$ cat config.mk
export PLATFORM = sky130hd
export DESIGN_NAME = quad_step_decoder_flat
export DESIGN_NICKNAME = d
export VERILOG_FILES = /design/src/rtl/quad_step_decoder_if.sv /design/src/rtl/quad_step_decoder.sv /design/src/flat_wrapper.sv
export SDC_FILE = /design/constraint.sdc
export NUM_CORES = 1
export LEC_CHECK = 0
export CAP_MARGIN = 10
export CORE_MARGIN = 8
export CORE_UTILIZATION = 45
export DETAILED_ROUTE_END_ITERATION = 7
export GPL_TIMING_DRIVEN = 0
export PLACE_DENSITY = 0.71
export SKIP_CTS_REPAIR_TIMING = 1
export SYNTH_ARGS = -nofsm -noshare
export SYNTH_HDL_FRONTEND = slang
export SYNTH_SLANG_ARGS = --single-unit
$ cat constraint.sdc
create_clock -name clk -period 1.6 [get_ports clk]
set_input_delay 0.48 -clock clk [delete_from_list [all_inputs] [get_ports clk]]
set_output_delay 0.48 -clock clk [all_outputs]
set_load 0.05 [all_outputs]
$ cat src/rtl/quad_step_decoder_if.sv
// Quadrature decoder bundle: encoder/index inputs, control strobes and counter commands.
// Latency: none, wires only.
// Backpressure: none; commands are single-cycle pulses the counter must accept.
interface quad_step_decoder_if #(
  parameter int WIDTH = 5
);
  logic             a_in;
  logic             b_in;
  logic             idx_in;
  logic             enable;
  logic             err_clr;
  logic             up;
  logic             down;
  logic             load;
  logic [WIDTH-1:0] load_val;
  logic             err;

  // Decoder side: consumes encoder/control inputs, produces counter commands.
  modport slave (
    input  a_in, b_in, idx_in, enable, err_clr,
    output up, down, load, load_val, err
  );

  // Stimulus side: drives encoder/control inputs, observes counter commands.
  modport master (
    output a_in, b_in, idx_in, enable, err_clr,
    input  up, down, load, load_val, err
  );
endinterface

$ cat src/rtl/quad_step_decoder.sv
// Quadrature step decoder: sync A/B/idx, decode Gray steps to up/down, index edge to load.
// Latency: input change to registered pulse in 3 clk edges (+FILTER_LEN when QDEC_FILTER_EN).
// Backpressure: none; enable=0 discards steps while phase/index history keeps tracking.
module quad_step_decoder #(
  parameter int               WIDTH      = 5,
  parameter logic [WIDTH-1:0] HOME_VALUE = 5'b10000,
  parameter int               FILTER_LEN = 3
) (
  input  logic clk,
  input  logic rst_n,
  quad_step_decoder_if.slave qd
);

  typedef enum logic [1:0] {
    S_WAIT  = 2'd0,
    S_PRIME = 2'd1,
    S_TRACK = 2'd2
  } state_t;

  // WAIT covers the synchroniser flush plus, when present, the filter settle time.
`ifdef QDEC_FILTER_EN
  localparam int WAIT_CYC = 2 + FILTER_LEN;
`else
  localparam int WAIT_CYC = 2;
`endif

  if (FILTER_LEN < 2 || FILTER_LEN > 15) begin : g_bad_filter_len
    $error("quad_step_decoder: FILTER_LEN must be in 2..15");
  end

  // Bit order in the 3-bit vectors below: {A, B, idx}.
  logic [2:0] r_sync1;
  logic [2:0] r_sync2;
  logic [2:0] w_filt;

  logic [1:0] r_prev_ab;
  logic       r_prev_idx;
  logic [1:0] w_cur_ab;
  logic       w_cur_idx;

  state_t     r_state;
  state_t     w_state_nxt;
  logic [4:0] r_wait_cnt;

  logic       w_up;
  logic       w_down;
  logic       w_load;
  logic       w_err_set;
  logic [1:0] w_step;

  logic             r_up;
  logic             r_down;
  logic             r_load;
  logic [WIDTH-1:0] r_load_val;
  logic             r_err;

  // Position of a phase pair along the forward sequence 00->10->11->01.
  function automatic logic [1:0] gray_pos(input logic [1:0] ab);
    case (ab)
      2'b00:   gray_pos = 2'd0;
      2'b10:   gray_pos = 2'd1;
      2'b11:   gray_pos = 2'd2;
      default: gray_pos = 2'd3;
    endcase
  endfunction

  // Two-flop synchronisers for the asynchronous encoder and index inputs.
  always_ff @(posedge clk) begin
    if (!rst_n) begin
      r_sync1 <= 3'b000;
      r_sync2 <= 3'b000;
    end else begin
      r_sync1 <= {qd.a_in, qd.b_in, qd.idx_in};
      r_sync2 <= r_sync1;
    end
  end

`ifdef QDEC_FILTER_EN
  logic [2:0] r_filt;
  logic [3:0] r_fcnt [3];

  // Glitch filter: a new level is adopted only after FILTER_LEN consecutive cycles.
  always_ff @(posedge clk) begin
    if (!rst_n) begin
      r_filt <= 3'b000;
      for (int i = 0; i < 3; i++) r_fcnt[i] <= 4'd0;
    end else begin
      for (int i = 0; i < 3; i++) begin
        if (r_sync2[i] == r_filt[i]) begin
          r_fcnt[i] <= 4'd0;
        end else if (r_fcnt[i] == 4'(FILTER_LEN - 1)) begin
          r_filt[i] <= r_sync2[i];
          r_fcnt[i] <= 4'd0;
        end else begin
          r_fcnt[i] <= r_fcnt[i] + 4'd1;
        end
      end
    end
  end

  assign w_filt = r_filt;
`else
  assign w_filt = r_sync2;
`endif

  assign w_cur_ab  = w_filt[2:1];
  assign w_cur_idx = w_filt[0];
  assign w_step    = gray_pos(w_cur_ab) - gray_pos(r_prev_ab);

  // Phase/index history follows the decode inputs every cycle, enabled or not.
  always_ff @(posedge clk) begin
    if (!rst_n) begin
      r_prev_ab  <= 2'b00;
      r_prev_idx <= 1'b0;
    end else begin
      r_prev_ab  <= w_cur_ab;
      r_prev_idx <= w_cur_idx;
    end
  end

  // FSM state register with the WAIT dwell counter.
  always_ff @(posedge clk) begin
    if (!rst_n) begin
      r_state    <= S_WAIT;
      r_wait_cnt <= 5'd0;
    end else begin
      r_state    <= w_state_nxt;
      r_wait_cnt <= (r_state == S_WAIT) ? r_wait_cnt + 5'd1 : 5'd0;
    end
  end

  // FSM next state: flush in WAIT, one PRIME cycle to seed history, then TRACK forever.
  always_comb begin
    w_state_nxt = r_state;
    case (r_state)
      S_WAIT:  if (r_wait_cnt == 5'(WAIT_CYC - 1)) w_state_nxt = S_PRIME;
      S_PRIME: w_state_nxt = S_TRACK;
      S_TRACK: w_state_nxt = S_TRACK;
      default: w_state_nxt = S_WAIT;
    endcase
  end

  // FSM outputs: decode only in TRACK; index load overrides a coincident step.
  always_comb begin
    w_up      = 1'b0;
    w_down    = 1'b0;
    w_load    = 1'b0;
    w_err_set = 1'b0;
    if (r_state == S_TRACK) begin
      w_err_set = (w_step == 2'd2);
      if (qd.enable) begin
        if (w_cur_idx && !r_prev_idx) begin
          w_load = 1'b1;
        end else begin
          w_up   = (w_step == 2'd1);
          w_down = (w_step == 2'd3);
        end
      end
    end
  end

  // Registered command outputs and the sticky error flag (set beats clear).
  always_ff @(posedge clk) begin
    if (!rst_n) begin
      r_up       <= 1'b0;
      r_down     <= 1'b0;
      r_load     <= 1'b0;
      r_load_val <= '0;
      r_err      <= 1'b0;
    end else begin
      r_up       <= w_up;
      r_down     <= w_down;
      r_load     <= w_load;
      r_load_val <= w_load ? HOME_VALUE : '0;
      if (w_err_set) begin
        r_err <= 1'b1;
      end else if (qd.err_clr) begin
        r_err <= 1'b0;
      end
    end
  end

  assign qd.up       = r_up;
  assign qd.down     = r_down;
  assign qd.load     = r_load;
  assign qd.load_val = r_load_val;
  assign qd.err      = r_err;

endmodule
$ cat src/flat_wrapper.sv
// flat-port wrapper written by rule: the top's interface ports become plain ports
module quad_step_decoder_flat 
#(
  parameter int               WIDTH      = 5,
  parameter logic [WIDTH-1:0] HOME_VALUE = 5'b10000,
  parameter int               FILTER_LEN = 3
)
  (clk, rst_n, qd_a_in, qd_b_in, qd_idx_in, qd_enable, qd_err_clr, qd_up, qd_down, qd_load, qd_load_val, qd_err);
  quad_step_decoder_if #(.WIDTH(WIDTH)) qd_i ();
  input  logic clk;
  input  logic rst_n;
  input wire logic [$bits(qd_i.a_in)-1:0] qd_a_in;
  input wire logic [$bits(qd_i.b_in)-1:0] qd_b_in;
  input wire logic [$bits(qd_i.idx_in)-1:0] qd_idx_in;
  input wire logic [$bits(qd_i.enable)-1:0] qd_enable;
  input wire logic [$bits(qd_i.err_clr)-1:0] qd_err_clr;
  output wire logic [$bits(qd_i.up)-1:0] qd_up;
  output wire logic [$bits(qd_i.down)-1:0] qd_down;
  output wire logic [$bits(qd_i.load)-1:0] qd_load;
  output wire logic [$bits(qd_i.load_val)-1:0] qd_load_val;
  output wire logic [$bits(qd_i.err)-1:0] qd_err;
  assign qd_i.a_in = qd_a_in;
  assign qd_i.b_in = qd_b_in;
  assign qd_i.idx_in = qd_idx_in;
  assign qd_i.enable = qd_enable;
  assign qd_i.err_clr = qd_err_clr;
  assign qd_up = qd_i.up;
  assign qd_down = qd_i.down;
  assign qd_load = qd_i.load;
  assign qd_load_val = qd_i.load_val;
  assign qd_err = qd_i.err;
  quad_step_decoder #(.WIDTH(WIDTH), .HOME_VALUE(HOME_VALUE), .FILTER_LEN(FILTER_LEN)) u_core (.clk(clk), .rst_n(rst_n), .qd(qd_i));
endmodule
==> impl_metrics.ini, run 1 <==
[finish]
seq_area_um2 = 400
synthToLayoutAreaGrowth_pct = 20.2
multi_input_area_um2 = 407
diodes = 0
drive_gt1_share_pct = 14.0
fin_nets = 119
instances_no_fill = 127
finalInstanceArea_um2 = 1040
fillers = 191

[cts]
cts_tree = done
clkLatencyLatePin_ns = 0.29
cts_root_buffer = clkbuf_4
cts_buffers = 3
clk_path_buf_depth = 2
cts.sinks = 20
path_clk_slew_ns = 0.10
h-tree-depth = 1

[critical_path]
cp_top_family = adder cells
regToRegEndpoint = u_core.qd.up
r2r_cells = 5
regToRegStartpoint = u_core.r_sync2[2]
arrival_ns = 1.76
cp.depth = 5
crit_chain = inv_1 > ha_1 > ha_1 > xnor3_1 > nor4b_2
crit_top_cell = ha_1
end_kind = flop
slowest_stage = xnor3_1
max_stage_delay_ns = 0.41
worstSetupPathType = flop to flop
ff2ff_setup_slack_ns = 0.05
cp-start-kind = flop
path_max_fanout = 3
critPathRequiredTime_ns = 1.81
cp_num_buf_inv = 1

[routing]
vias_per_cell = 4.31
wl_per_cell_um = 9.96
drtIter0Drc = 1
vias = 548
antenna_left = 0
drc = 0
first_pass_iters = 4
wl_um = 1270

[placed_design]
place_area_um2 = 1010
io_buffers = 10
dpl.hpwl_um = 973
dp.cells = 124
place.gp.congestion = 0.688
pre_cts_slack_ns = -0.0757

[floorplanning]
die-area_um2 = 3570
dieHeight_um = 59.8
core-area_um2 = 1880
dieWidth_um = 59.8
start_util_pct = 45.8
rows = 16
io_pins = 16

[power]
p_clk_share_pct = 20.1
combPwrFrac_pct = 27.0
p_int_mw = 0.784
sw_frac_of_total_pct = 30.3
powerDensity_nw_per_um2 = 1090
p_leak_nw = 0.519
ir_worst_vdd_uv = 584
p_switching_mw = 0.341
seq_power_share_pct = 53.0

[status]
status = finished clean

[hold_path]
holdCritStartpoint = u_core.r_prev_idx
min_to = u_core.qd.load_val[4]
hp-class = flop to flop
hold-path-cell-count = 1

[synth]
synth.avg_cell_area_um2 = 10.3
synth_seq_cells = 20
ys_seq_area_share_pct = 46.4
synth_cell_type_count = 23
netlist_area_um2 = 862
synth_warnings = 0
syn_inst = 84

[timing]
hold_violations = 0
finalSetupViolations = 0
max_clock_freq_mhz = 645
timing.slew.headroom_pct = 66.2
worstMarginPinSlew_ns = 0.506
timing.final.crit_period_ns = 1.55
fin_skew_ns = 0.00153
finalCritPeriodShare_pct = 96.9
setup_ws_ns = 0.0500
finalMaxSlewViolations = 0

[global_route]
antenna_found_initial = 0
grt_pass1_vias = 519
grt.total_usage_pct = 8.30
grt_max_degree = 11
grt_pass1_wl_um = 2180
grt-ovfl-total = 0

[flow_run]
max_cap_violations = 0
==> layer usage <==
| metal | up-vias | routed length, um | track usage, % |
|---|---|---|---|
| met5 | - | 0 | 0 |
| met4 | 0 | 46 | 8.16 |
| met3 | 4 | 96 | 3.87 |
| met2 | 14 | 529 | 12.3 |
| met1 | 243 | 593 | 8.27 |
| li1 | 287 | - | - |
==> power groups by stage <==
| stage | clock [mW] | combinational (mW) | sequential (mW) |
|---|---|---|---|
| 2_1_floorplan | 0 | 0.240 | 0.607 |
| 3_3_place_gp | 0 | 0.293 | 0.605 |
| 4_1_cts | 0.239 | 0.305 | 0.597 |
| 5_1_grt | 0.263 | 0.350 | 0.604 |
| 6_report | 0.226 | 0.304 | 0.596 |
| 3_5_place_dp | 0 | 0.304 | 0.609 |
==> final cells by class <==
type | instances | area share, %
plain buffers | 7 | 4.47
clock buffers | 3 | 2.17
inverters | 7 | 2.54
multi-input cells | 53 | 39.3
flip-flops and latches | 20 | 38.6
well taps | 27 | 3.26
repair buffers | 10 | 9.66
==> stage by stage <==
stage / setup TNS [ns] / power [mW] / util, % / hold slack, ns
after CTS: -1.69 / 1.14 / 54.7 / 0.438
final: 0 / 1.13 / 55.1 / 0.439
after global placement: -0.0703 / 0.898 / 53.5 / 0.408
after floorplan: 0 / 0.847 / - / 0.397
after detailed placement: -0.0757 / 0.913 / 53.5 / 0.418
after global routing: -0.0469 / 1.22 / 55.1 / 0.463
==> placed cells by master, fill, tap and decap left out, drive strengths merged <==
| master | count |
|---|---|
| o21ai | 1 |
| inv | 7 |
| o41a | 1 |
| clkdlybuf4s50 | 5 |
| nor4b | 1 |
| clkbuf | 5 |
| dfxtp | 20 |
| xnor3 | 1 |
| nor2 | 7 |
| xor2 | 2 |
| buf | 7 |
| nand3b | 1 |
| conb | 4 |
| and2 | 9 |
| dlymetal6s2s | 3 |
| nand2 | 5 |
| ha | 10 |
| mux2i | 2 |
| nor2b | 1 |
| xnor2 | 2 |
| nor3b | 1 |
| nor4 | 1 |
| nand3 | 4 |
==> state kept, by name, indices dropped and copies added (netlist names) <==
signal / cells
u_core.r_sync1: 3
u_core.r_prev_idx: 1
u_core.qd.up: 1
u_core.r_prev_ab: 2
u_core.r_sync2: 3
u_core.r_state: 2
u_core.qd.load_val: 1
u_core.r_wait_cnt: 5
u_core.qd.err: 1
u_core.qd.down: 1
==> cell families (layout without fill, tap and decap cells) <==
kind of cell	count (synthesis)	in the layout	synth area share [%]
compound gates	2	2	1.89
xor+xnor	5	5	6.68
fa+ha+maj	10	10	14.5
buf+inv	14	27	8.42
flops	20	20	46.4
mux	2	2	2.32
other cells	1	4	0.435
simple gates	30	30	19.3
==> cells in the mapped netlist <==
cell / n / area (um^2)
xnor2_1: 2 / 17.5
dfxtp_1: 20 / 400
and2_1: 9 / 56.3
nor2_1: 6 / 22.5
buf_4: 5 / 37.5
conb_1: 1 / 3.75
nand3_1: 4 / 20.0
clkbuf_1: 1 / 3.75
nor2_2: 1 / 6.26
nand3b_1: 1 / 7.51
ha_1: 10 / 125
xor2_1: 2 / 17.5
buf_2: 1 / 5.00
mux2i_1: 2 / 20.0
nor4_2: 1 / 12.5
nor3b_1: 1 / 7.51
nor2b_1: 1 / 6.26
o41a_1: 1 / 11.3
o21ai_1: 1 / 5.00
inv_1: 7 / 26.3
nand2_1: 5 / 18.8
nor4b_1: 1 / 8.76
xnor3_1: 1 / 22.5
==> worst max path at each step <==
stage / from / end / slack (ns)
6_report: u_core.r_sync2[2] / u_core.qd.up / 0.05
5_1_grt: u_core.r_prev_ab[1] / u_core.qd.up / -0.05
4_1_cts: u_core.qd.load_val[4] / qd_load_val[4] / -0.42
3_5_place_dp: u_core.qd.load_val[4] / qd_load_val[4] / -0.08
3_3_place_gp: u_core.qd.load_val[4] / qd_load_val[4] / -0.07
2_1_floorplan: u_core.r_sync2[2] / u_core.qd.up / 0.13
(Power assumes the default switching activity.)
==> run 2: changes to the inputs <==
--- a/config.mk
+++ b/config.mk
@@ -6,7 +6,7 @@
 export NUM_CORES = 1
 export LEC_CHECK = 0
 export CAP_MARGIN = 10
-export CORE_MARGIN = 8
+export CORE_MARGIN = 1
 export CORE_UTILIZATION = 45
 export DETAILED_ROUTE_END_ITERATION = 7
 export GPL_TIMING_DRIVEN = 0
==> run 2 against run 1 <==
Net effect:
- combinational power about the same
- core utilization increased by 3.6 points
- clock skew increased by 0.0010 ns
- via count decreased by 4.7%
- sequential power about the same
- worst setup slack improved by 0.017 ns
- non-clock buffer count unchanged
==> impl_metrics.ini, run 2 (synthesis gave the netlist of run 1 again) <==
[global_route]
grt_most_used_layer = met1
grt.met3_usage_pct = 4.76
grt-ovfl-total = 0
grt_max_degree = 11
grt.met2_usage_pct = 16.3
antenna_found_initial = 0
grt_pass1_wl_um = 1790
grtUsageMet1_pct = 17.4
grt_pass1_vias = 450
grt.total_usage_pct = 12.5

[critical_path]
cp-start-kind = flop
cp_num_buf_inv = 1
critPathRequiredTime_ns = 1.81
arrival_ns = 1.74
end_kind = flop
crit_chain = inv_1 > ha_1 > ha_1 > xnor3_1 > nor4b_2
cp_top_family = adder cells
slowest_stage = xnor3_1
cp.depth = 5
regToRegEndpoint = u_core.qd.up
path_max_fanout = 3
regToRegStartpoint = u_core.r_sync2[2]
max_stage_delay_ns = 0.40
worstSetupPathType = flop to flop
ff2ff_setup_slack_ns = 0.07
r2r_cells = 5
crit_top_cell = ha_1

[cts]
clk_path_buf_depth = 2
h-tree-depth = 1
cts_buffers = 3
cts_root_buffer = clkbuf_4
clkLatencyLatePin_ns = 0.29
cts.sinks = 20
cts_tree = done
path_clk_slew_ns = 0.10

[placed_design]
pre_cts_slack_ns = -0.0839
dp.cells = 122
place_area_um2 = 1000
place.gp.congestion = 0.686
io_buffers = 10
dpl.hpwl_um = 828

[floorplanning]
die-area_um2 = 2090
dieHeight_um = 45.8
core-area_um2 = 1760
rows = 15
io_pins = 16
start_util_pct = 48.9
dieWidth_um = 45.8

[finish]
mostFrequentLayoutCells = dfxtp_1, ha_1, and2_1
mostFrequentLayoutCell = dfxtp_1
drive_gt1_share_pct = 15.0
final_util_pct = 58.7
finalInstanceArea_um2 = 1030
largest_reg_flops = 5
fillers = 173
synthToLayoutAreaGrowth_pct = 20.0
diodes = 0
largestRegisters = u_core.r_wait_cnt (5), u_core.r_sync1 (3), u_core.r_sync2 (3)
regMostFlops = u_core.r_wait_cnt
fin_nets = 119
instances_no_fill = 125

[timing]
timing.slew.headroom_pct = 66.5
hold_violations = 0
finalMaxSlewViolations = 0
fin_tns_setup_ns = 0
finalCritPeriodShare_pct = 95.8
timing.final.crit_period_ns = 1.53
max_clock_freq_mhz = 652
setup_ws_ns = 0.0670
fin_skew_ns = 0.00253
worstMarginPinSlew_ns = 0.502
finalSetupViolations = 0
hold_slack_ns = 0.424

[routing]
vias = 522
drc = 0
first_pass_iters = 4
drtIter0Drc = 2
wl_um = 1100
wl_per_cell_um = 8.82
antenna_left = 0
vias_per_cell = 4.18

[status]
status = finished clean

[power]
powerDensity_nw_per_um2 = 1090
ir_worst_vdd_uv = 600
p_total_mw = 1.13
p_leak_nw = 0.520

[flow_run]
max_cap_violations = 0

[hold_path]
hp-class = flop to flop
holdCritStartpoint = u_core.r_prev_idx
min_to = u_core.qd.load_val[4]
hold-path-cell-count = 1
[run 2: cell counts in the layout (fill, tap and decap cells not counted)]
Identical to the previous run, type by type.
[run 2: routing by layer]
layer	vias to the layer above	routed length [um]
li1	292	-
met1	214	594
met2	14	451
met3	2	45
met4	0	12
met5	-	0
[run 2: worst max path at each step]
| stage | from | to | slack, ns |
|---|---|---|---|
| 2_1_floorplan | u_core.r_sync2[2] | u_core.qd.up | 0.13 |
| 3_3_place_gp | u_core.qd.load_val[4] | qd_load_val[4] | -0.09 |
| 3_5_place_dp | u_core.qd.load_val[4] | qd_load_val[4] | -0.08 |
| 4_1_cts | u_core.qd.load_val[4] | qd_load_val[4] | -0.42 |
| 5_1_grt | u_core.r_sync2[2] | u_core.qd.up | -0.03 |
| 6_report | u_core.r_sync2[2] | u_core.qd.up | 0.07 |
[run 2: where the power goes]
group	internal [mW]	switching (mW)	total, mW
combinational	0.142	0.165	0.307
sequential	0.557	0.0385	0.595
clock	0.0875	0.135	0.223
total	0.786	0.339	1.13
[run 2: worst reg2reg max path, delay by kind of cell, from the launching register on]
kind,cells,cell delay [ns]
xor gates and xnor gates,1,0.40
DFF,1,0.35
and+or+nand+nor,1,0.20
buffers and inverters,1,0.04
adders and majority gates,2,0.48
[run 2: area by class of cell]
type	count	area, um^2	share of cell area [%]
tap	25	31.3	3.02
buffer	7	46.3	4.47
inverter	7	26.3	2.54
sequential	20	402	38.8
clock buffer	3	22.5	2.18
timing repair buffer	10	100	9.67
multi-input combinational	53	407	39.3
